$ cat src/rtl/sram_write_decoder_if.sv
// Request/response bundle between the SRAM controller bus side (master) and
// the write-path decoder (slave).
interface sram_write_decoder_if #(
  parameter int N_SRAM      = 1,
  parameter int SRAM_ADDR_W = 14
);
  logic                   req_valid;
  logic                   req_write;
  logic [31:0]            req_addr;
  logic [1:0]             req_size;
  logic [31:0]            wdata;
  logic                   req_ready;
  logic                   err;
  logic [N_SRAM-1:0]      sram_en;
  logic [3:0]             byte_en;
  logic [SRAM_ADDR_W-1:0] ram_addr;
  logic                   ram_wen;
  logic [31:0]            ram_wdata;
  logic [31:0]            read_addr;
  logic [1:0]             read_size;
  logic                   latched_flag;
  logic [31:0]            latched_addr;
  logic [31:0]            latched_data;
  logic [3:0]             latched_byte_en;

  modport master (
    output req_valid, req_write, req_addr, req_size, wdata,
    input  req_ready, err, sram_en, byte_en, ram_addr, ram_wen, ram_wdata,
           read_addr, read_size, latched_flag, latched_addr, latched_data,
           latched_byte_en
  );

  modport slave (
    input  req_valid, req_write, req_addr, req_size, wdata,
    output req_ready, err, sram_en, byte_en, ram_addr, ram_wen, ram_wdata,
           read_addr, read_size, latched_flag, latched_addr, latched_data,
           latched_byte_en
  );
endinterface

$ cat src/rtl/sram_write_decoder.sv
// SRAM write-path front end: lane/bank decode plus a one-entry posted-write latch.
// Optional macro WRITE_FORWARD_EN publishes the latch for read-path merging.
module sram_write_decoder #(
  parameter int N_SRAM       = 1,
  parameter int INVERT_CE_EN = 0,
  parameter int SRAM_ADDR_W  = 14,
  parameter int MAX_DEFER    = 4
) (
  input logic                 CLK,
  input logic                 nRST,
  sram_write_decoder_if.slave bus
);
  localparam int BANK_W = (N_SRAM > 1) ? $clog2(N_SRAM) : 1;
  localparam int CNT_W  = $clog2(MAX_DEFER + 2);
  localparam logic [N_SRAM-1:0] CE_MASK = (INVERT_CE_EN != 0) ? '1 : '0;
  localparam logic [3:0]        BE_MASK = (INVERT_CE_EN != 0) ? 4'hF : 4'h0;

  // DRAIN: latch is committing while the next write's data arrives.
  typedef enum logic [1:0] {IDLE, ADDR, HELD, DRAIN} state_t;

  state_t            state_q, state_d;
  logic [CNT_W-1:0]  defer_q, defer_d;
  logic [31:0]       pendAddr_q, pendAddr_d;
  logic [3:0]        pendBe_q, pendBe_d;
  logic [BANK_W-1:0] pendBank_q, pendBank_d;
  logic [31:0]       latAddr_q, latAddr_d;
  logic [31:0]       latData_q, latData_d;
  logic [3:0]        latBe_q, latBe_d;
  logic [BANK_W-1:0] latBank_q, latBank_d;
  logic              err_q, err_d;
  logic [31:0]       readAddr_q, readAddr_d;
  logic [1:0]        readSize_q, readSize_d;

  logic [3:0]        reqBe;
  logic              reqLegal;
  logic [BANK_W-1:0] reqBank;
  logic              hazard;
  logic              ready, accept, accWr, accRd, commit;
  logic              portEn, portWen;
  logic [BANK_W-1:0] portBank;
  logic [3:0]        portBe;
  logic [SRAM_ADDR_W-1:0] portAddr;
  logic [31:0]       portWdata;

  always_comb begin
    reqBe    = 4'h0;
    reqLegal = 1'b0;
    reqBank  = '0;
    case (bus.req_size)
      2'd0: begin
        reqBe    = 4'b0001 << bus.req_addr[1:0];
        reqLegal = 1'b1;
      end
      2'd1: begin
        reqBe    = 4'b0011 << bus.req_addr[1:0];
        reqLegal = !bus.req_addr[0];
      end
      2'd2: begin
        reqBe    = 4'hF;
        reqLegal = (bus.req_addr[1:0] == 2'b00);
      end
      default: begin
        reqBe    = 4'h0;
        reqLegal = 1'b0;
      end
    endcase
    if (N_SRAM > 1) reqBank = bus.req_addr[SRAM_ADDR_W+2 +: BANK_W];
  end

`ifdef WRITE_FORWARD_EN
  assign hazard = 1'b0;
`else
  // Without forwarding, a read of the pending word must wait for the commit.
  always_comb begin
    hazard = 1'b0;
    if (state_q == ADDR && bus.req_addr[31:2] == pendAddr_q[31:2]) hazard = 1'b1;
    if (state_q == HELD && bus.req_addr[31:2] == latAddr_q[31:2])   hazard = 1'b1;
  end
`endif

  always_comb begin
    state_d    = state_q;
    defer_d    = defer_q;
    pendAddr_d = pendAddr_q;
    pendBe_d   = pendBe_q;
    pendBank_d = pendBank_q;
    latAddr_d  = latAddr_q;
    latData_d  = latData_q;
    latBe_d    = latBe_q;
    latBank_d  = latBank_q;
    readAddr_d = readAddr_q;
    readSize_d = readSize_q;
    commit     = 1'b0;

    ready = !((state_q == DRAIN && !bus.req_write) ||
              (state_q == HELD && defer_q == CNT_W'(MAX_DEFER)) ||
              (!bus.req_write && reqLegal && hazard));
    accept = bus.req_valid && ready;
    accWr  = accept && reqLegal && bus.req_write;
    accRd  = accept && reqLegal && !bus.req_write;
    err_d  = accept && !reqLegal;

    if (accRd) begin
      readAddr_d = {bus.req_addr[31:2], 2'b00};
      readSize_d = bus.req_size;
    end
    if (accWr) begin
      pendAddr_d = bus.req_addr;
      pendBe_d   = reqBe;
      pendBank_d = reqBank;
    end

    case (state_q)
      IDLE: if (accWr) state_d = ADDR;
      ADDR: begin
        latAddr_d = pendAddr_q;
        latData_d = bus.wdata;
        latBe_d   = pendBe_q;
        latBank_d = pendBank_q;
        state_d   = accWr ? DRAIN : HELD;
      end
      HELD: begin
        if (defer_q == CNT_W'(MAX_DEFER)) begin
          commit  = 1'b1;
          defer_d = '0;
          state_d = IDLE;
        end else if (accRd) begin
          defer_d = defer_q + CNT_W'(1);
        end else begin
          commit  = 1'b1;
          defer_d = '0;
          state_d = accWr ? ADDR : IDLE;
        end
      end
      DRAIN: begin
        commit    = 1'b1;
        latAddr_d = pendAddr_q;
        latData_d = bus.wdata;
        latBe_d   = pendBe_q;
        latBank_d = pendBank_q;
        state_d   = accWr ? DRAIN : HELD;
      end
      default: state_d = IDLE;
    endcase
  end

  // Single SRAM port: a commit and an accepted read never coincide.
  always_comb begin
    portEn    = 1'b0;
    portWen   = 1'b0;
    portBank  = '0;
    portBe    = 4'h0;
    portAddr  = '0;
    portWdata = 32'h0;
    if (commit) begin
      portEn    = 1'b1;
      portWen   = 1'b1;
      portBank  = latBank_q;
      portBe    = latBe_q;
      portAddr  = latAddr_q[SRAM_ADDR_W+1:2];
      portWdata = latData_q;
    end else if (accRd) begin
      portEn   = 1'b1;
      portBank = reqBank;
      portBe   = 4'hF;
      portAddr = bus.req_addr[SRAM_ADDR_W+1:2];
    end
  end

  always_ff @(posedge CLK or negedge nRST) begin
    if (!nRST) begin
      state_q    <= IDLE;
      defer_q    <= '0;
      pendAddr_q <= 32'h0;
      pendBe_q   <= 4'h0;
      pendBank_q <= '0;
      latAddr_q  <= 32'h0;
      latData_q  <= 32'h0;
      latBe_q    <= 4'h0;
      latBank_q  <= '0;
      err_q      <= 1'b0;
      readAddr_q <= 32'h0;
      readSize_q <= 2'd0;
    end else begin
      state_q    <= state_d;
      defer_q    <= defer_d;
      pendAddr_q <= pendAddr_d;
      pendBe_q   <= pendBe_d;
      pendBank_q <= pendBank_d;
      latAddr_q  <= latAddr_d;
      latData_q  <= latData_d;
      latBe_q    <= latBe_d;
      latBank_q  <= latBank_d;
      err_q      <= err_d;
      readAddr_q <= readAddr_d;
      readSize_q <= readSize_d;
    end
  end

  assign bus.req_ready       = ready;
  assign bus.err             = err_q;
  assign bus.sram_en         = (portEn ? (N_SRAM'(1) << portBank) : '0) ^ CE_MASK;
  assign bus.byte_en         = portBe;
  assign bus.ram_addr        = portAddr;
  assign bus.ram_wen         = portWen;
  assign bus.ram_wdata       = portWdata;
  assign bus.read_addr       = readAddr_q;
  assign bus.read_size       = readSize_q;
  assign bus.latched_addr    = latAddr_q;
  assign bus.latched_data    = latData_q;
  assign bus.latched_byte_en = latBe_q ^ BE_MASK;
`ifdef WRITE_FORWARD_EN
  assign bus.latched_flag    = (state_q == HELD) || (state_q == DRAIN);
`else
  assign bus.latched_flag    = 1'b0;
`endif
endmodule
$ cat src/flat_wrapper.sv
// flat-port wrapper written by rule: the top's interface ports become plain ports
module sram_write_decoder_flat 
#(
  parameter int N_SRAM       = 1,
  parameter int INVERT_CE_EN = 0,
  parameter int SRAM_ADDR_W  = 14,
  parameter int MAX_DEFER    = 4
)
  (CLK, nRST, bus_req_valid, bus_req_write, bus_req_addr, bus_req_size, bus_wdata, bus_req_ready, bus_err, bus_sram_en, bus_byte_en, bus_ram_addr, bus_ram_wen, bus_ram_wdata, bus_read_addr, bus_read_size, bus_latched_flag, bus_latched_addr, bus_latched_data, bus_latched_byte_en);
  sram_write_decoder_if #(.N_SRAM(N_SRAM), .SRAM_ADDR_W(SRAM_ADDR_W)) bus_i ();
  input logic CLK;
  input logic nRST;
  input wire logic [$bits(bus_i.req_valid)-1:0] bus_req_valid;
  input wire logic [$bits(bus_i.req_write)-1:0] bus_req_write;
  input wire logic [$bits(bus_i.req_addr)-1:0] bus_req_addr;
  input wire logic [$bits(bus_i.req_size)-1:0] bus_req_size;
  input wire logic [$bits(bus_i.wdata)-1:0] bus_wdata;
  output wire logic [$bits(bus_i.req_ready)-1:0] bus_req_ready;
  output wire logic [$bits(bus_i.err)-1:0] bus_err;
  output wire logic [$bits(bus_i.sram_en)-1:0] bus_sram_en;
  output wire logic [$bits(bus_i.byte_en)-1:0] bus_byte_en;
  output wire logic [$bits(bus_i.ram_addr)-1:0] bus_ram_addr;
  output wire logic [$bits(bus_i.ram_wen)-1:0] bus_ram_wen;
  output wire logic [$bits(bus_i.ram_wdata)-1:0] bus_ram_wdata;
  output wire logic [$bits(bus_i.read_addr)-1:0] bus_read_addr;
  output wire logic [$bits(bus_i.read_size)-1:0] bus_read_size;
  output wire logic [$bits(bus_i.latched_flag)-1:0] bus_latched_flag;
  output wire logic [$bits(bus_i.latched_addr)-1:0] bus_latched_addr;
  output wire logic [$bits(bus_i.latched_data)-1:0] bus_latched_data;
  output wire logic [$bits(bus_i.latched_byte_en)-1:0] bus_latched_byte_en;
  assign bus_i.req_valid = bus_req_valid;
  assign bus_i.req_write = bus_req_write;
  assign bus_i.req_addr = bus_req_addr;
  assign bus_i.req_size = bus_req_size;
  assign bus_i.wdata = bus_wdata;
  assign bus_req_ready = bus_i.req_ready;
  assign bus_err = bus_i.err;
  assign bus_sram_en = bus_i.sram_en;
  assign bus_byte_en = bus_i.byte_en;
  assign bus_ram_addr = bus_i.ram_addr;
  assign bus_ram_wen = bus_i.ram_wen;
  assign bus_ram_wdata = bus_i.ram_wdata;
  assign bus_read_addr = bus_i.read_addr;
  assign bus_read_size = bus_i.read_size;
  assign bus_latched_flag = bus_i.latched_flag;
  assign bus_latched_addr = bus_i.latched_addr;
  assign bus_latched_data = bus_i.latched_data;
  assign bus_latched_byte_en = bus_i.latched_byte_en;
  sram_write_decoder #(.N_SRAM(N_SRAM), .INVERT_CE_EN(INVERT_CE_EN), .SRAM_ADDR_W(SRAM_ADDR_W), .MAX_DEFER(MAX_DEFER)) u_core (.CLK(CLK), .nRST(nRST), .bus(bus_i));
endmodule
$ cat config.mk
export PLATFORM = sky130hd
export DESIGN_NAME = sram_write_decoder_flat
export DESIGN_NICKNAME = d
export VERILOG_FILES = /design/src/rtl/sram_write_decoder_if.sv /design/src/rtl/sram_write_decoder.sv /design/src/flat_wrapper.sv
export SDC_FILE = /design/constraint.sdc
export NUM_CORES = 1
export LEC_CHECK = 0
export BUFFER_PORTS_ARGS = -buffer_cell sky130_fd_sc_hd__buf_2
export CAP_MARGIN = 20
export CORE_ASPECT_RATIO = 1.75
export CORE_UTILIZATION = 50
export CTS_BUF_LIST = sky130_fd_sc_hd__clkbuf_8
export DETAILED_ROUTE_END_ITERATION = 10
export PLACE_DENSITY = 0.79
export SYNTH_ARGS = -nofsm -noshare
export SYNTH_HDL_FRONTEND = slang
export SYNTH_SLANG_ARGS = --single-unit
$ cat constraint.sdc
create_clock -name CLK -period 2.63 [get_ports CLK]
set_input_delay 0.1315 -clock CLK [delete_from_list [all_inputs] [get_ports CLK]]
set_output_delay 0.1315 -clock CLK [all_outputs]
set_load 0.05 [all_outputs]
# ---- Word level (Yosys, flattened, before mapping)
# Index checks and enable logic that the tools add are counted.
dict set report word_totals {
  inputBits 70
  memories 0
  wordCells 69
  register_bits 142
  mem_bits_rw 0
  mem_bits_ro 0
  out_inout_bits 157
  latchBits 0
}
dict set report classes {
  n_lt_le_gt_ge 0
  n_mux 24
  div_mod_pow 0
  n_addsub 1
  reduce_logical 22
  n_eq_ne 10
  n_mul 0
  n_bitwise 0
  shifts 2
}
# cell n
set op_table {}
lappend op_table {{30-bit equality test} 2}
lappend op_table {{32-bit two-way mux} 1}
lappend op_table {{14-bit two-way mux} 2}
lappend op_table {{4-bit case mux with 3 select lines} 1}
lappend op_table {{1-bit logical AND} 11}
lappend op_table {{1-bit two-way mux} 10}
lappend op_table {{4-bit two-way mux} 2}
lappend op_table {{2-bit equality test, second input constant} 3}
lappend op_table {{2-bit zero test} 3}
lappend op_table {{2-bit two-way mux} 3}
lappend op_table {{3-bit two-way mux} 2}
lappend op_table {{2-bit case mux with 3 select lines} 1}
lappend op_table {{2-bit by 1-bit equality test with 1-bit output, second input constant} 2}
lappend op_table {{1-bit zero test} 4}
lappend op_table {{1-bit by 2-bit left shift with 4-bit output, first input constant} 1}
lappend op_table {{2-bit by 2-bit left shift with 4-bit output, first input constant} 1}
lappend op_table {{3-bit by 1-bit adder with 3-bit output, second input constant} 1}
lappend op_table {{3-bit equality test, second input constant} 1}
lappend op_table {{3-bit inequality test, second input constant} 1}
lappend op_table {{1-bit case mux with 3 select lines} 1}
lappend op_table {{1-bit logical OR} 2}
lappend op_table {{2-bit by 1-bit inequality test with 1-bit output, second input constant} 1}
lappend op_table {{1-bit case mux with 2 select lines} 1}
lappend op_table {{2-bit AND reduction} 1}
lappend op_table {{2-bit OR reduction} 1}

# ---- Longest topological paths before layout
# Gate-level depths: netlist of the first run.
dict set report depth {
  depth_word 15
  mapped_depth 9
  ltp_nobuf 8
}

# ---- Worst setup path after synthesis of the first run
# OpenSTA, ideal clock, no wires.
dict set report synth_timing {
  path_type {reg2out}
  from {register u_core.defer_q[0]}
  to {output port bus_ram_addr[0]}
  path_slack_ps -148
  path_stages_with_launch 10
  t_required_ps 2499
  path_buffers 2
  arrival_time_ps 2647
  path_cell_list {dfrtp_1 > inv_1 > ha_1 > and3b_1 > o21ai_1 > nand2_1 > nor4_4 > buf_4 > buf_6 > mux2i_1}
}
dict set report synth_between {
  elab_chain_len 12
  elab_cells_between_ends 13
  cone_classes {eq/ne (1); mux (5); reduce/logical (7)}
}
# element line_no
set synth_rtl {}
lappend synth_rtl {{start, declared} sram_write_decoder.sv:22} ;# logic [CNT_W-1:0] defer_q, defer_d;
lappend synth_rtl {{start signal, assigned} sram_write_decoder.sv:186} ;# defer_q <= defer_d;
lappend synth_rtl {{3-bit equality test *} {sram_write_decoder.sv:96, sram_write_decoder.sv:123}}
lappend synth_rtl {{1-bit logical AND} sram_write_decoder.sv:96} ;# (state_q == HELD && defer_q == CNT_W'(MAX_DEFER)) ||
lappend synth_rtl {{1-bit logical OR} sram_write_decoder.sv:95} ;# ready = !((state_q == DRAIN && !bus.req_write) ||
lappend synth_rtl {{1-bit logical OR} sram_write_decoder.sv:96}
lappend synth_rtl {{1-bit zero test} sram_write_decoder.sv:95}
lappend synth_rtl {{1-bit logical AND} sram_write_decoder.sv:98} ;# accept = bus.req_valid && ready;
lappend synth_rtl {{1-bit logical AND (2 in a row)} sram_write_decoder.sv:100} ;# accRd = accept && reqLegal && !bus.req_write;
lappend synth_rtl {{1-bit two-way mux} sram_write_decoder.sv:127} ;# end else if (accRd) begin
lappend synth_rtl {{1-bit two-way mux} sram_write_decoder.sv:123} ;# if (defer_q == CNT_W'(MAX_DEFER)) begin
lappend synth_rtl {{1-bit case mux with 2 select lines} sram_write_decoder.sv:113} ;# case (state_q)
lappend synth_rtl {{14-bit two-way mux *} sram_write_decoder.sv:155} ;# if (commit) begin
lappend synth_rtl {{end, declared} flat_wrapper.sv:22} ;# output wire logic [$bits(bus_i.ram_addr)-1:0] bus_ram_addr;
# Mark *: on every way between the ends. The rest lies on a longest branch, timed or not.

# ---- Worst setup path in the final report of the first run
dict set report layout_timing {
  from {register u_core.pendAddr_q[17]}
  to {output port bus_ram_wdata[17]}
}
dict set report layout_between {
  elab_chain_len 14
}
# element line_no
set layout_rtl {}
lappend layout_rtl {{start, declared} sram_write_decoder.sv:23} ;# logic [31:0] pendAddr_q, pendAddr_d;
lappend layout_rtl {{start signal, assigned} sram_write_decoder.sv:187} ;# pendAddr_q <= pendAddr_d;
lappend layout_rtl {{30-bit equality test} sram_write_decoder.sv:76} ;# if (state_q == ADDR && bus.req_addr[31:2] == pendAddr_q[31:2]) hazard = 1'b1;
lappend layout_rtl {{1-bit logical AND} sram_write_decoder.sv:76}
lappend layout_rtl {{1-bit two-way mux} sram_write_decoder.sv:76}
lappend layout_rtl {{1-bit two-way mux} sram_write_decoder.sv:77} ;# if (state_q == HELD && bus.req_addr[31:2] == latAddr_q[31:2]) hazard = 1'b1;
lappend layout_rtl {{1-bit logical AND} sram_write_decoder.sv:97} ;# (!bus.req_write && reqLegal && hazard));
lappend layout_rtl {{1-bit logical OR} sram_write_decoder.sv:96}
lappend layout_rtl {{1-bit zero test} sram_write_decoder.sv:95}
lappend layout_rtl {{1-bit logical AND} sram_write_decoder.sv:98}
lappend layout_rtl {{1-bit logical AND (2 in a row)} sram_write_decoder.sv:100}
lappend layout_rtl {{1-bit two-way mux} sram_write_decoder.sv:127}
lappend layout_rtl {{1-bit two-way mux} sram_write_decoder.sv:123}
lappend layout_rtl {{1-bit case mux with 2 select lines} sram_write_decoder.sv:113}
lappend layout_rtl {{32-bit two-way mux} sram_write_decoder.sv:155}
lappend layout_rtl {{end, declared} flat_wrapper.sv:24} ;# output wire logic [$bits(bus_i.ram_wdata)-1:0] bus_ram_wdata;
# No other way between the ends.

==> results of run 1 <==
[routing by layer]
metal  up-vias  track usage (%)
met5         -                0
met4         0             12.6
met3        45             6.01
met2       200             52.6
met1      2554             27.8
li1       2355                -
[worst max-delay path by stage]
stage | slack, ns | to
after global routing | -0.31 | bus_ram_wdata[8]
after CTS | -0.23 | bus_ram_addr[6]
final | -0.25 | bus_ram_wdata[17]
after detailed placement | 0.13 | bus_ram_wdata[3]
after floorplan | -0.15 | bus_ram_addr[0]
after global placement | 0.18 | bus_sram_en
[power by group]
group / switching (W) / internal, W / total [W]
sequential: 0.000474 / 0.00274 / 0.00321
clock: 0.000803 / 0.000976 / 0.00178
combinational: 0.00254 / 0.00114 / 0.00368
[stage by stage]
stage	total power, W	setup slack, ns	std cells	util [%]	setup TNS (ns)
floorplan	0.00572	-0.148	515	-	-1.34
global placement	0.00658	0.181	890	62.0	0
detailed placement	0.00668	0.132	890	62.0	0
CTS	0.00866	-0.234	981	72.8	-10.63
global route	0.00901	-0.312	984	73.7	-13.60
finish	0.00867	-0.251	984	73.7	-10.55
[sequential cells by signal, summed over array words and instances, names as in the netlist]
signal                      flops
u_core.state_q                  2
u_core.bus.latched_addr        32
u_core.bus.latched_data        32
u_core.bus.read_size            2
u_core.bus.err                  1
u_core.bus.read_addr           30
u_core.pendBe_q                 4
u_core.defer_q                  3
u_core.bus.latched_byte_en      4
u_core.pendAddr_q              32
[critical path, delay by kind of cell, from the launching register on]
family / cells / cell delay, ns
flops: 1 / 0.40
xor+xnor: 1 / 0.17
compound gates: 1 / 0.27
buf+inv: 4 / 0.66
simple gates: 4 / 0.80
[cells in the mapped netlist (all sizes together), types with 2 or more instances]
library cell and instances:
dfrtp 142, mux2 133, xor2 61, and3b 33
inv 19, nand2 17, clkbuf 16, buf 15
nor4 15, mux2i 14, nor2 7, a21oi 6
a21o 5, nor3 5, nand4 4, nor2b 3
o21ai 3, a32o 2, ha 2, nand2b 2
o211ai 2
[cell families (layout without fill, tap and decap cells)]
logic type	count (synthesis)	in the layout	share of synthesized area (%)
AO/OA/AOI/OAI	21	21	2.17
buffers and inverters	50	348	3.51
other	1	3	0.0557
multiplexers	147	147	24.3
adder cells (fa/ha/maj)	2	2	0.372
flip-flops	142	142	52.8
XOR/XNOR	61	61	7.94
AND/OR/NAND/NOR	89	89	8.83
[timing repair]
action	CTS	global route
hold endpoints to repair	112	0
endpoints found under the setup margin	52	81
hold buffers	47	0
gates resized for setup	104	18
pin swaps	3	5
gates cloned	5	0
setup buffers	8	3
[layout make-up]
type	instances	area, sq um	share of cell area, %
clock buffers	19	262	2.73
repair buffers	297	2260	23.5
flip-flops and latches	142	3560	37.1
clock inverters	13	149	1.55
multi-input cells	323	3070	32.1
inverters	19	71.3	0.744
well taps	171	214	2.23
==> results.txt, run 1 <==
Summed over all instances, the cell type with the most area after synthesis is sky130_fd_sc_hd__dfrtp_1. Wire segments on met3 add up to about 900 um in the final route. The number of flops mapped to enable cells by yosys is 0. The critical path launch point type is a flip-flop. Once placement finished, the instance area stood at 0.00807 sq mm. Routability-driven placement finished with a final weighted congestion of 0.790.

The hold-critical path depth is 2. The distinct cell type count after synthesis is 33. Traced cell by cell, the critical path runs through xor2_1 > nor4_2 > buf_4 > nand4_1 > o22ai_2 > nor4_4 > buf_6 > buf_16 > and3b_2 > buf_6. The routed layout has 5154 vias.

Once layout is done, the placed cells without fillers occupy 0.00959 sq mm. In the global route stage, overall resource usage came out at between 20% and 30%. The highest ir drop seen on vdd came out at ~0.67 mV.

The final count of hold timing violations is 0. The number of flip-flops and latches in the synthesized netlist is 142. The number of vias per cell is 5.24. The share of post-route cells with drive strength above 1 is 53.3%. The pin count of the biggest net entering global routing came out at 61. The post-layout worst setup margin came out at -0.251 ns. The final clock skew came out at 0.0106 ns. For hold timing, the worst endpoint is u_core.bus.read_addr[18]. The via count of the first global-routing pass came out at 5679. The checks that failed: negative setup slack. The insertion delay to the later sink of the worst-skew pair came out at around 0.43 ns.

The number of clock sinks is 142. The count of cells along the worst register-to-register path is 10. From synthesis to final layout, the design area changed by 42.4%. The count of final max-slew check failures is 0. The category of the critical setup timing path is flip-flop to output port. The number of max-cap violations is 0. The floorplan step set the die height to about 160 um. The cell count after synthesis came out at 513. At the end of the flow, the number of nets in the layout was 872.

After detailed routing, the average wire length per cell comes to 18.9 um. The run finished, with violations left. By area the synthesized netlist is led by sky130_fd_sc_hd__dfrtp_1 53%, sky130_fd_sc_hd__mux2_2 22%, sky130_fd_sc_hd__xor2_1 7.9%. The reg-to-reg critical path endpoint is u_core.bus.read_addr[3].

The effective utilization at floorplan came out at 51.8%. The initial antenna violation count came out at 0. The cell with the largest stage delay on the worst path is sky130_fd_sc_hd__dfrtp_1.

The number of detailed-route iterations in the first pass came out at 4. The maximum fanout along the worst path came out at 12. Of the synthesized area, sequential elements account for 52.8%. The kind of capture point of the worst setup path is an output port. The number of standard-cell rows in the floorplan came out at 55.

The highest clock rate came out at 347 MHz. The worst hold path belongs to the class input pin to flip-flop. The critical path required time is 2.50 ns. The period utilization came out at 110%. The number of fill cells came out at 818. The met1 routed wirelength after detailed routing is 6610 um. In this run the tightest slew margin relative to its limit is 62.3%. The H-tree level count came out at 4.

The CTS clock-pin slew for the worst setup and hold paths came out at around 0.070 ns. The count of warnings emitted by yosys came out at 0. The first global-routing pass estimated 29600 um of wire. The routed wire length on met2 came out at 10500 um. Setup repair after global routing could not meet its margin everywhere. The leftover overflow at the end of global routing came out at 0. In the layout the commonest cells are 170 x sky130_fd_sc_hd__buf_2, 140 x sky130_fd_sc_hd__dfrtp_1, 129 x sky130_fd_sc_hd__mux2_2. The dominant register cell in the synthesized netlist is sky130_fd_sc_hd__dfrtp_1. The leakage dissipation came out at approximately 4.6 nW. The minimum clock period came out at 2.88 ns. The count of endpoints failing setup in the final report came out at 52. After legalization and detailed placement, the total HPWL measured 11700 um. The count of boundary I/O pins is roughly 230. The startpoint of the worst-slack reg-to-reg timing path is u_core.pendAddr_q[17]. The slack of the worst reg-to-reg path is 0.04 ns. The delay of the slowest cell on the worst path came out at approximately 0.4 ns. The tree is rooted in a sky130_fd_sc_hd__clkbuf_8. The maximum count of clock buffers along a single path is 2.

The commonest non-fill, non-tap cell in the layout is sky130_fd_sc_hd__buf_2. The average cell area after synthesis is 13.1 sq um. TritonCTS built the clock tree. Clock tree synthesis inserted a total of 17 buffers. The startpoint identified for the worst hold timing path is bus_req_addr[18]. The count of input and output buffers came out at between 200 and 250. Once detail routing completed, the nets flagged for antenna violations numbered 0.

The number of antenna diodes came out at 0. The remaining routing DRC violations came out at 0. The share of synthesized flip-flops with an asynchronous set or reset is 100%.

The launch point of the critical path is u_core.pendAddr_q[17]. Summed over all layers, the routed wires come to 18600 um. After synthesis the cells add up to 0.00673 sq mm.

Data on the critical path arrives at its endpoint at 2.75 ns. The fraction of post-synthesis cell area in the top cell type by area is 52.8%. The ratio of total power to cell area is about 900 mW/mm^2. The minimum hold slack is 0.0189 ns.

The area enclosed by the die boundary is between 0.01 and 0.015 sq mm. After detailed routing, no signal wire sits above met4. The floorplan die width came out at roughly 90 um. The core box area came out at 0.0130 sq mm.

The slew of the pin with the lowest slew margin is 0.565 ns. Among the stages of the critical path, the cell type that occurs most often is sky130_fd_sc_hd__buf_6. The first routing iteration left 163 violations.
(Power assumes the default switching activity.)
==> inputs of run 2 (changes only) <==
--- a/config.mk
+++ b/config.mk
@@ -15,3 +15,4 @@
 export SYNTH_ARGS = -nofsm -noshare
 export SYNTH_HDL_FRONTEND = slang
 export SYNTH_SLANG_ARGS = --single-unit
+export TNS_END_PERCENT = 20
==> constraint.sdc (replaced) <==
create_clock -name CLK -period 3.5 [get_ports CLK]
set_input_delay 0.175 -clock CLK [delete_from_list [all_inputs] [get_ports CLK]]
set_output_delay 0.175 -clock CLK [all_outputs]
set_load 0.05 [all_outputs]
==> results.txt, run 2 (same netlist as run 1, synthesis figures left out) <==
The ratio of total power to cell area is 727 mW/mm^2 (-20%). The fraction of power consumed by sequential logic came to 38.1% (+1.0 points). The highest ir drop seen on vdd came to 0.419 mV (-38%). The number of detailed-route iterations in the first pass is 5 (+1). The final clock skew was 0.0163 ns (+0.00569 ns).

The instance count after placement with tap cells included came out at 885 (-0.56%). The endpoint arrival time on the critical path came out at 3.11 ns (+0.36 ns). The leakage dissipation came out at 4.36 nW (-6.0%). The share of total power consumed by net switching came out at 44.4% (+0.41 points). The number of instances resized during post-cts repair came out at 0 (-100%). The final weighted congestion of routability-driven global placement came out at 0.806 (+2.0%). The total power after layout is 0.00635 W (-27%). The global-route wire length before repair is 26800 um (-9.4%). The clock share of power is 21.2% (+0.7 points). The number of fill cells came out at 966 (+18%). STA classifies the critical path endpoint as an output port. The internal portion of total power is 0.00353 W (-27%). In the layout the commonest cells are 222 x sky130_fd_sc_hd__buf_2, 140 x sky130_fd_sc_hd__dfrtp_1, 129 x sky130_fd_sc_hd__mux2_2. The total clock buffers created by CTS is 17 (unchanged). The remaining routing DRC violations is 0 (unchanged).

The critical path required time came to 3.32 ns (+0.82 ns). The insertion delay to the later sink of the worst-skew pair came to 0.44 ns (about the same). The H-tree level count came out at 4 (unchanged). The period utilization is 93.9%.

The iteration-0 DRC count of the detailed router came out at 175 (+7.4%). The count of boundary I/O pins is 227 (unchanged). The area enclosed by the die boundary is 0.0139 sq mm (unchanged). The non-filler instance count after layout came out at 949 (-3.6%).

The share of post-route cells with drive strength above 1 is 50.8% (-2.5 points). Compared with the post-synthesis result, the final layout area differs by 29.8%. The class of the tightest hold or removal check is input pin to flip-flop. The minimum clock period came out at between 3 and 4 ns. The slack of the worst reg-to-reg path is 0.90 ns (+0.86 ns). The cell sitting at the root of the clock tree is a sky130_fd_sc_hd__clkbuf_8. The combinational share of power came out at 40.7% (-1.7 points). The number of hold buffers added after CTS is 33 (-30%). The final count of hold timing violations came to 0 (unchanged).

The worst slew margin relative to its limit is 40.4% (-22 points). The detail-routed net length per standard cell is 17.4 um (-7.9%). The overall via count from detail_route is 4932 (-4.3%). The via count of the first global-routing pass is 5201 (-8.4%).

Leaving out fill and tap cells, the most frequent cell in the layout is sky130_fd_sc_hd__buf_2. The aggregate global-route resource usage is 24.7% (-2.6 points). The die height came to 155 um (unchanged). The maximum count of clock buffers along a single path came out at 2 (unchanged).

The count of input and output buffers came out at 223 (unchanged). The number of clock sinks was 142 (unchanged). The floorplan die width came to 89.7 um (unchanged). Setup repair after global routing left no endpoint under its margin.

The slew of the pin with the lowest slew margin is 0.895 ns (+0.329 ns). The maximum fanout along the worst path was 68 (+56). The initial antenna violation count is 0 (unchanged). The number of standard-cell rows in the floorplan is 55 (unchanged). The number of max-cap violations is 0 (unchanged). The leftover overflow at the end of global routing came to 0 (unchanged). The flow ran to the end, and the final reports show no timing, DRC or antenna violations.

The number of buffers inserted by post-CTS setup repair came to 0 (-8). The number of antenna diodes is 0 (unchanged). The count of antenna-violating nets left after detailed routing came out at 0 (unchanged). The detailed-placement wirelength estimate came out at 11700 um (-0.48%). The overall routed net length is 16600 um (-11%). The count of endpoints failing setup in the final report came to 0 (-100%). The count of final max-slew check failures came out at 0 (unchanged). The minimum hold slack came out at 0.0347 ns (+0.0159 ns). The critical path launch point type is a flip-flop.

The pin count of the biggest net entering global routing was 98 (+61%). The number of vias per cell came out at 5.20 (-0.78%). The CTS clock-pin slew for the worst setup and hold paths came out at 0.09 ns (+0.02 ns). The core box area came out at 0.0130 sq mm (unchanged). The net switching power is 0.00282 W (-26%). The total negative slack for setup checks is 0 ns (+10.55 ns). The highest clock rate came out at 304 MHz. The final net count is 838 (-3.9%). The critical path is of the flip-flop to output port type. The effective utilization at floorplan was 51.8% (unchanged). The TritonCTS clock tree is yes.
## run 2: cell types whose count changed in the layout (fill, tap and decap cells not counted), sizes merged, moves of 2 or more
cell | previous run | this run
clkinv | 5 | 2
buf | 248 | 230
inv | 22 | 24
dlygate4sd3 | 47 | 33
bufbuf | 2 | 0
## run 2: power groups by stage
stage                     clock network, W  logic [W]  registers (W)
after global placement                   0    0.00253        0.00241
after global routing               0.00146    0.00270        0.00248
after detailed placement                 0    0.00257        0.00245
final                              0.00135    0.00259        0.00242
after CTS                          0.00139    0.00261        0.00242
after floorplan                          0   0.000780        0.00351
## run 2: final timing paths
path	from	end	depth (start not counted)
worst max register to register	u_core.state_q[1]	u_core.bus.read_addr[3]	8
max in group asynchronous	nRST	u_core.bus.latched_addr[12]	3
worst max-delay path	u_core.state_q[1]	bus_ram_wdata[14]	9
worst min register to register	u_core.bus.read_addr[2]	u_core.bus.read_addr[2]	1
min in group asynchronous	nRST	u_core.bus.latched_byte_en[3]	2
worst min-delay path	bus_req_addr[24]	u_core.bus.read_addr[24]	2
## run 2: cell type report
type | instances | area (sq um) | share of cell area, %
clock buffers | 18 | 248 | 2.84
well taps | 171 | 214 | 2.45
multi-input cells | 323 | 2960 | 33.8
flip-flops and latches | 142 | 3560 | 40.7
clock inverters | 13 | 161 | 1.85
inverters | 19 | 71.3 | 0.816
repair buffers | 263 | 1530 | 17.5
## run 2: layer usage
layer,vias to the layer above,GRT usage [%],wire length (um)
li1,2284,-,-
met1,2442,26.4,6080
met2,175,46.7,9300
met3,31,5.57,722
met4,0,9.84,459
met5,-,0,0
## run 2: critical path, stage by stage, from the launching register on
cell                       delay, ns
sky130_fd_sc_hd__dfrtp_2        0.50
sky130_fd_sc_hd__buf_4          0.43
sky130_fd_sc_hd__nand2b_1       0.20
sky130_fd_sc_hd__nor4_1         0.30
sky130_fd_sc_hd__nand4_1        0.15
sky130_fd_sc_hd__o22ai_2        0.24
sky130_fd_sc_hd__nor4_4         0.07
sky130_fd_sc_hd__buf_12         0.21
sky130_fd_sc_hd__and3b_1        0.26
sky130_fd_sc_hd__buf_2          0.27
## run 2: stage by stage
stage / utilization [%] / worst slack [ns] / instance area (sq um)
5_1_grt: 67.2 / 0.0169 / 8740
3_5_place_dp: 61.5 / 0.710 / 8000
4_1_cts: 67.2 / 0.228 / 8740
2_1_floorplan: - / 0.678 / 6740
3_3_place_gp: 61.5 / 0.777 / 8000
6_report: 67.2 / 0.214 / 8740
==> inputs of run 3 (changes only) <==
--- a/config.mk
+++ b/config.mk
@@ -5,13 +5,14 @@
 export SDC_FILE = /design/constraint.sdc
 export NUM_CORES = 1
 export LEC_CHECK = 0
+export ABC_AREA = 1
 export BUFFER_PORTS_ARGS = -buffer_cell sky130_fd_sc_hd__buf_2
 export CAP_MARGIN = 20
 export CORE_ASPECT_RATIO = 1.75
 export CORE_UTILIZATION = 50
 export CTS_BUF_LIST = sky130_fd_sc_hd__clkbuf_8
 export DETAILED_ROUTE_END_ITERATION = 10
-export PLACE_DENSITY = 0.79
+export PLACE_DENSITY = 0.78
 export SYNTH_ARGS = -nofsm -noshare
 export SYNTH_HDL_FRONTEND = slang
 export SYNTH_SLANG_ARGS = --single-unit
==> results.txt, run 3 <==
The flow ran to the end, and the final reports show no timing, DRC or antenna violations. The via count of the first global-routing pass is 7197 (+38%). The final net count was 1325 (+58%). The share of synthesized flip-flops with an asynchronous set or reset is 100% (unchanged). The post-synth design cell area is 0.00739 sq mm (+9.8%). The number of max-cap violations came out at 0 (unchanged). The category of the critical setup timing path is input pin to output port. The maximum count of clock buffers along a single path is 2 (unchanged). The endpoint arrival time on the critical path is 3.11 ns (about the same). The average cell area after synthesis came out at 7.43 sq um (-43%). The internal portion of total power was 0.00322 W (-8.9%). The count of final max-slew check failures came to 0 (unchanged). The combinational share of power came to 40.6% (about the same). The count of input and output buffers is 223 (unchanged). The iteration-0 DRC count of the detailed router came to 544 (+210%).

The area overhead of the layout relative to synthesis came out at 27.9%. The area enclosed by the die boundary came out at 0.0153 sq mm (+9.6%). sky130_fd_sc_hd__dfrtp_1 takes more of the synthesized area than any other cell. The slew of the pin with the lowest slew margin is 0.773 ns (-0.121 ns). The number of flip-flops and latches in the synthesized netlist is 142 (unchanged). The count of antenna-violating nets left after detailed routing came out at 0 (unchanged). The most frequent cell after synthesis is sky130_fd_sc_hd__nand2_1. The number of flops mapped to enable cells by yosys came out at 0 (unchanged).

The aggregate global-route resource usage came to 29.3% (+4.6 points). The final count of hold timing violations was 0 (unchanged). The CTS clock-pin slew for the worst setup and hold paths is 0.08 ns (about the same). The leakage dissipation came out at 5.18 nW (+19%). The worst setup path is launched from an input pin.

The cell count after synthesis came out at 995 (+94%). The kind of capture point of the worst setup path is an output port. The share of total power consumed by net switching is 46.9% (+2.5 points). The slack of the worst reg-to-reg path is 1.19 ns (+0.29 ns). The overall via count from detail_route came out at 7243 (+47%). The overall routed net length came out at 21600 um (+30%). The count of endpoints failing setup in the final report came out at 0 (unchanged). The share of post-route cells with drive strength above 1 is 23.9% (-27 points).

The worst register-to-register path ends at u_core.bus.read_addr[14]. The portion of the post-synthesis area used by sequential elements is 48.1% (-4.7 points). The highest ir drop seen on vdd is 0.364 mV (-13%). The insertion delay to the later sink of the worst-skew pair came to 0.45 ns (about the same). The distinct cell type count after synthesis came out at 28 (-15%).

The count of cells along the worst register-to-register path is 10 (+2). The H-tree level count came out at 4 (unchanged). The total clock buffers created by CTS came out at 17 (unchanged). The final clock skew came to 0.0115 ns (-0.00488 ns). The class of the tightest hold or removal check is input pin to flip-flop.

The effective utilization at floorplan is 51.4% (-0.32 points). The initial antenna violation count came out at 0 (unchanged). The detailed-placement wirelength estimate is 15800 um (+36%). The commonest non-fill, non-tap cell in the layout is sky130_fd_sc_hd__nand2_1. The delay of the slowest cell on the worst path came out at 0.54 ns (+0.04 ns). Setup repair after global routing left no endpoint under its margin. The cell sitting at the root of the clock tree is a sky130_fd_sc_hd__clkbuf_8.

Traced cell by cell, the critical path runs through dlygate4sd3_1 > buf_2 > inv_1 > nand2_1 > nand2_1 > nor2_1 > nand2_1 > nor2_1 > nand2_1 > nor2_1 > nor2_1 > nand4_4 > nand2_4 > buf_12 > nor2_4 > buf_2. In the post-synthesis netlist, the biggest area contributors are sky130_fd_sc_hd__dfrtp_1 48%, sky130_fd_sc_hd__nand2_1 20%, sky130_fd_sc_hd__o21ai_0 9.5%. The number of buffers inserted by post-CTS setup repair came out at 0 (unchanged). The ratio of total power to cell area came out at 641 mW/mm^2 (-12%). On the critical path the largest part of the delay comes from simple AND/OR/NAND/NOR gates. The detail-routed net length per standard cell is 14.9 um (-14%). The maximum fanout along the worst path is 30 (-56%). The clock share of power came out at 22.3% (+1.1 points). Among all flip-flop cells after synthesis, the most frequent one is sky130_fd_sc_hd__dfrtp_1. The total negative slack for setup checks came out at 0 ns (unchanged). The count of boundary I/O pins is 227 (unchanged). TritonCTS built the clock tree.

The core box area is 0.0144 sq mm (+10%). The number of cells on the critical path came out at 16 (+7). The floorplan die width was 93.9 um (+4.7%). The most critical setup path has its endpoint at bus_ram_wdata[2]. The cell with the largest stage delay on the worst path is sky130_fd_sc_hd__dlygate4sd3_1. The critical path required time came out at 3.32 ns (about the same). The highest clock rate came out at 305 MHz (about the same). The remaining routing DRC violations is 0 (unchanged). The minimum clock period is 3.28 ns (-0.00179 ns). The total power after layout came out at 0.00606 W (-4.7%). The number of antenna diodes came to 0 (unchanged). The count of buffering cells on the critical path with inverters included came out at 5 (+2). The number of detailed-route iterations in the first pass came out at 5 (unchanged). The number of vias per cell is 5.01 (-3.6%). The startpoint identified for the worst register-to-register timing path is u_core.bus.latched_addr[28]. Leaving out fill and tap cells, the most frequent cells in the layout are 390 x sky130_fd_sc_hd__nand2_1, 222 x sky130_fd_sc_hd__buf_2, 141 x sky130_fd_sc_hd__o21ai_0, 141 x sky130_fd_sc_hd__dfrtp_1, 134 x sky130_fd_sc_hd__inv_1. The number of standard-cell rows in the floorplan is 58 (+5.5%).

The count of warnings emitted by yosys is 0 (unchanged). The number of clock sinks is 142 (unchanged). The final weighted congestion of routability-driven global placement came to 0.979 (+21%).

The commonest cells after synthesis are 390 x sky130_fd_sc_hd__nand2_1, 142 x sky130_fd_sc_hd__dfrtp_1, 141 x sky130_fd_sc_hd__o21ai_0. The net switching power was 0.00284 W (+0.63%). The pin count of the biggest net entering global routing is 87 (-11%). The worst slew margin relative to its limit is 48.4% (+8.1 points). In this run the worst setup path begins at bus_req_addr[4]. The fraction of post-synthesis cell area in the top cell type by area came out at 48.1% (-4.7 points). The global-route wire length before repair came to 34300 um (+28%). The die height came out at 163 um (+4.7%). The period utilization came out at 93.8% (about the same). The leftover overflow at the end of global routing is 0 (unchanged). The fraction of power consumed by sequential logic was 37.0% (-1.1 points).
[run 3: changes by cell type in the layout (fill, tap and decap cells not counted), moves of 6 or more]
| cell | previous run | this run |
|---|---|---|
| sky130_fd_sc_hd__o21ai_0 | 2 | 141 |
| sky130_fd_sc_hd__and3b_1 | 33 | 0 |
| sky130_fd_sc_hd__nor2_1 | 7 | 68 |
| sky130_fd_sc_hd__xor2_1 | 61 | 2 |
| sky130_fd_sc_hd__mux2_2 | 129 | 0 |
| sky130_fd_sc_hd__dlygate4sd3_1 | 33 | 44 |
| sky130_fd_sc_hd__inv_1 | 20 | 134 |
| sky130_fd_sc_hd__nand2_1 | 17 | 390 |
| sky130_fd_sc_hd__nand4_1 | 4 | 13 |
| sky130_fd_sc_hd__nor2_4 | 0 | 30 |
| sky130_fd_sc_hd__nor4_1 | 14 | 2 |
| sky130_fd_sc_hd__mux2i_1 | 14 | 0 |
| sky130_fd_sc_hd__nand3_1 | 0 | 6 |
[run 3: area by class of cell]
| type | count | area (sq um) |
|---|---|---|
| clock inverters | 14 | 159 |
| repair buffers | 274 | 1640 |
| clock buffers | 18 | 248 |
| fillers | 1266 | 4920 |
| multi-input cells | 678 | 3090 |
| well taps | 180 | 225 |
| flip-flops and latches | 142 | 3560 |
| inverters | 140 | 529 |
[run 3: per-stage QoR]
stage	hold slack [ns]	utilization [%]	setup slack (ns)	instances	cell area [sq um]
after global routing	0.0115	65.8	0.0826	1446	9450
after CTS	0.000475	65.7	0.221	1446	9450
after global placement	0.269	59.8	0.757	1370	8600
after detailed placement	0.270	59.8	0.736	1370	8600
after floorplan	-0.121	-	0.631	997	7400
final	0.0108	65.8	0.216	1446	9450
[run 3: worst min-delay path by stage]
stage | from | end | slack (ns) | cells after the start
3_5_place_dp | nRST | u_core.bus.read_addr[13] | 0.27 | 1
6_report | bus_req_addr[15] | u_core.bus.read_addr[15] | 0.01 | 3
2_1_floorplan | nRST | u_core.bus.err | -0.12 | 0
4_1_cts | bus_req_addr[14] | u_core.bus.read_addr[14] | 0.0005 | 3
3_3_place_gp | nRST | u_core.bus.read_addr[12] | 0.27 | 1
5_1_grt | bus_req_addr[14] | u_core.bus.read_addr[14] | 0.01 | 3
[run 3: cells by family (layout without fill, tap and decap cells)]
family / count (synthesis) / after routing / share of synthesized area (%)
AND/OR/NAND/NOR: 518 / 518 / 30.4
AO/OA/AOI/OAI: 151 / 151 / 10.4
adder cells (fa/ha/maj): 2 / 2 / 0.339
other: 1 / 3 / 0.0507
buffers and inverters: 177 / 446 / 10.3
flip-flops: 142 / 142 / 48.1
XOR/XNOR: 4 / 4 / 0.474
[run 3: power by group through the flow]
| stage | logic, W | registers [W] | clock network [W] |
|---|---|---|---|
| floorplan | 0.000848 | 0.00317 | 0 |
| global placement | 0.00239 | 0.00225 | 0 |
| detailed placement | 0.00242 | 0.00227 | 0 |
| CTS | 0.00246 | 0.00224 | 0.00137 |
| global route | 0.00265 | 0.00228 | 0.00145 |
| finish | 0.00246 | 0.00224 | 0.00135 |
[run 3: metal layers]
layer,vias up,GRT usage (%),wire length (um),share of wire [%]
li1,3553,-,-,-
met1,3352,30.8,7990,37
met2,267,53.4,11500,53
met3,71,6.07,1170,5.4
met4,0,15.6,991,4.6
met5,-,0,0,0
[run 3: repair_timing]
action,CTS,global route
hold endpoints to repair,122,0
setup endpoints to repair,0,7
hold buffers,44,0
gates resized for setup,0,1
[run 3: worst min-delay path, delay by kind of cell]
kind | cells | cell delay, ns
buffers and inverters | 1 | 0.13
and+or+nand+nor | 2 | 0.12
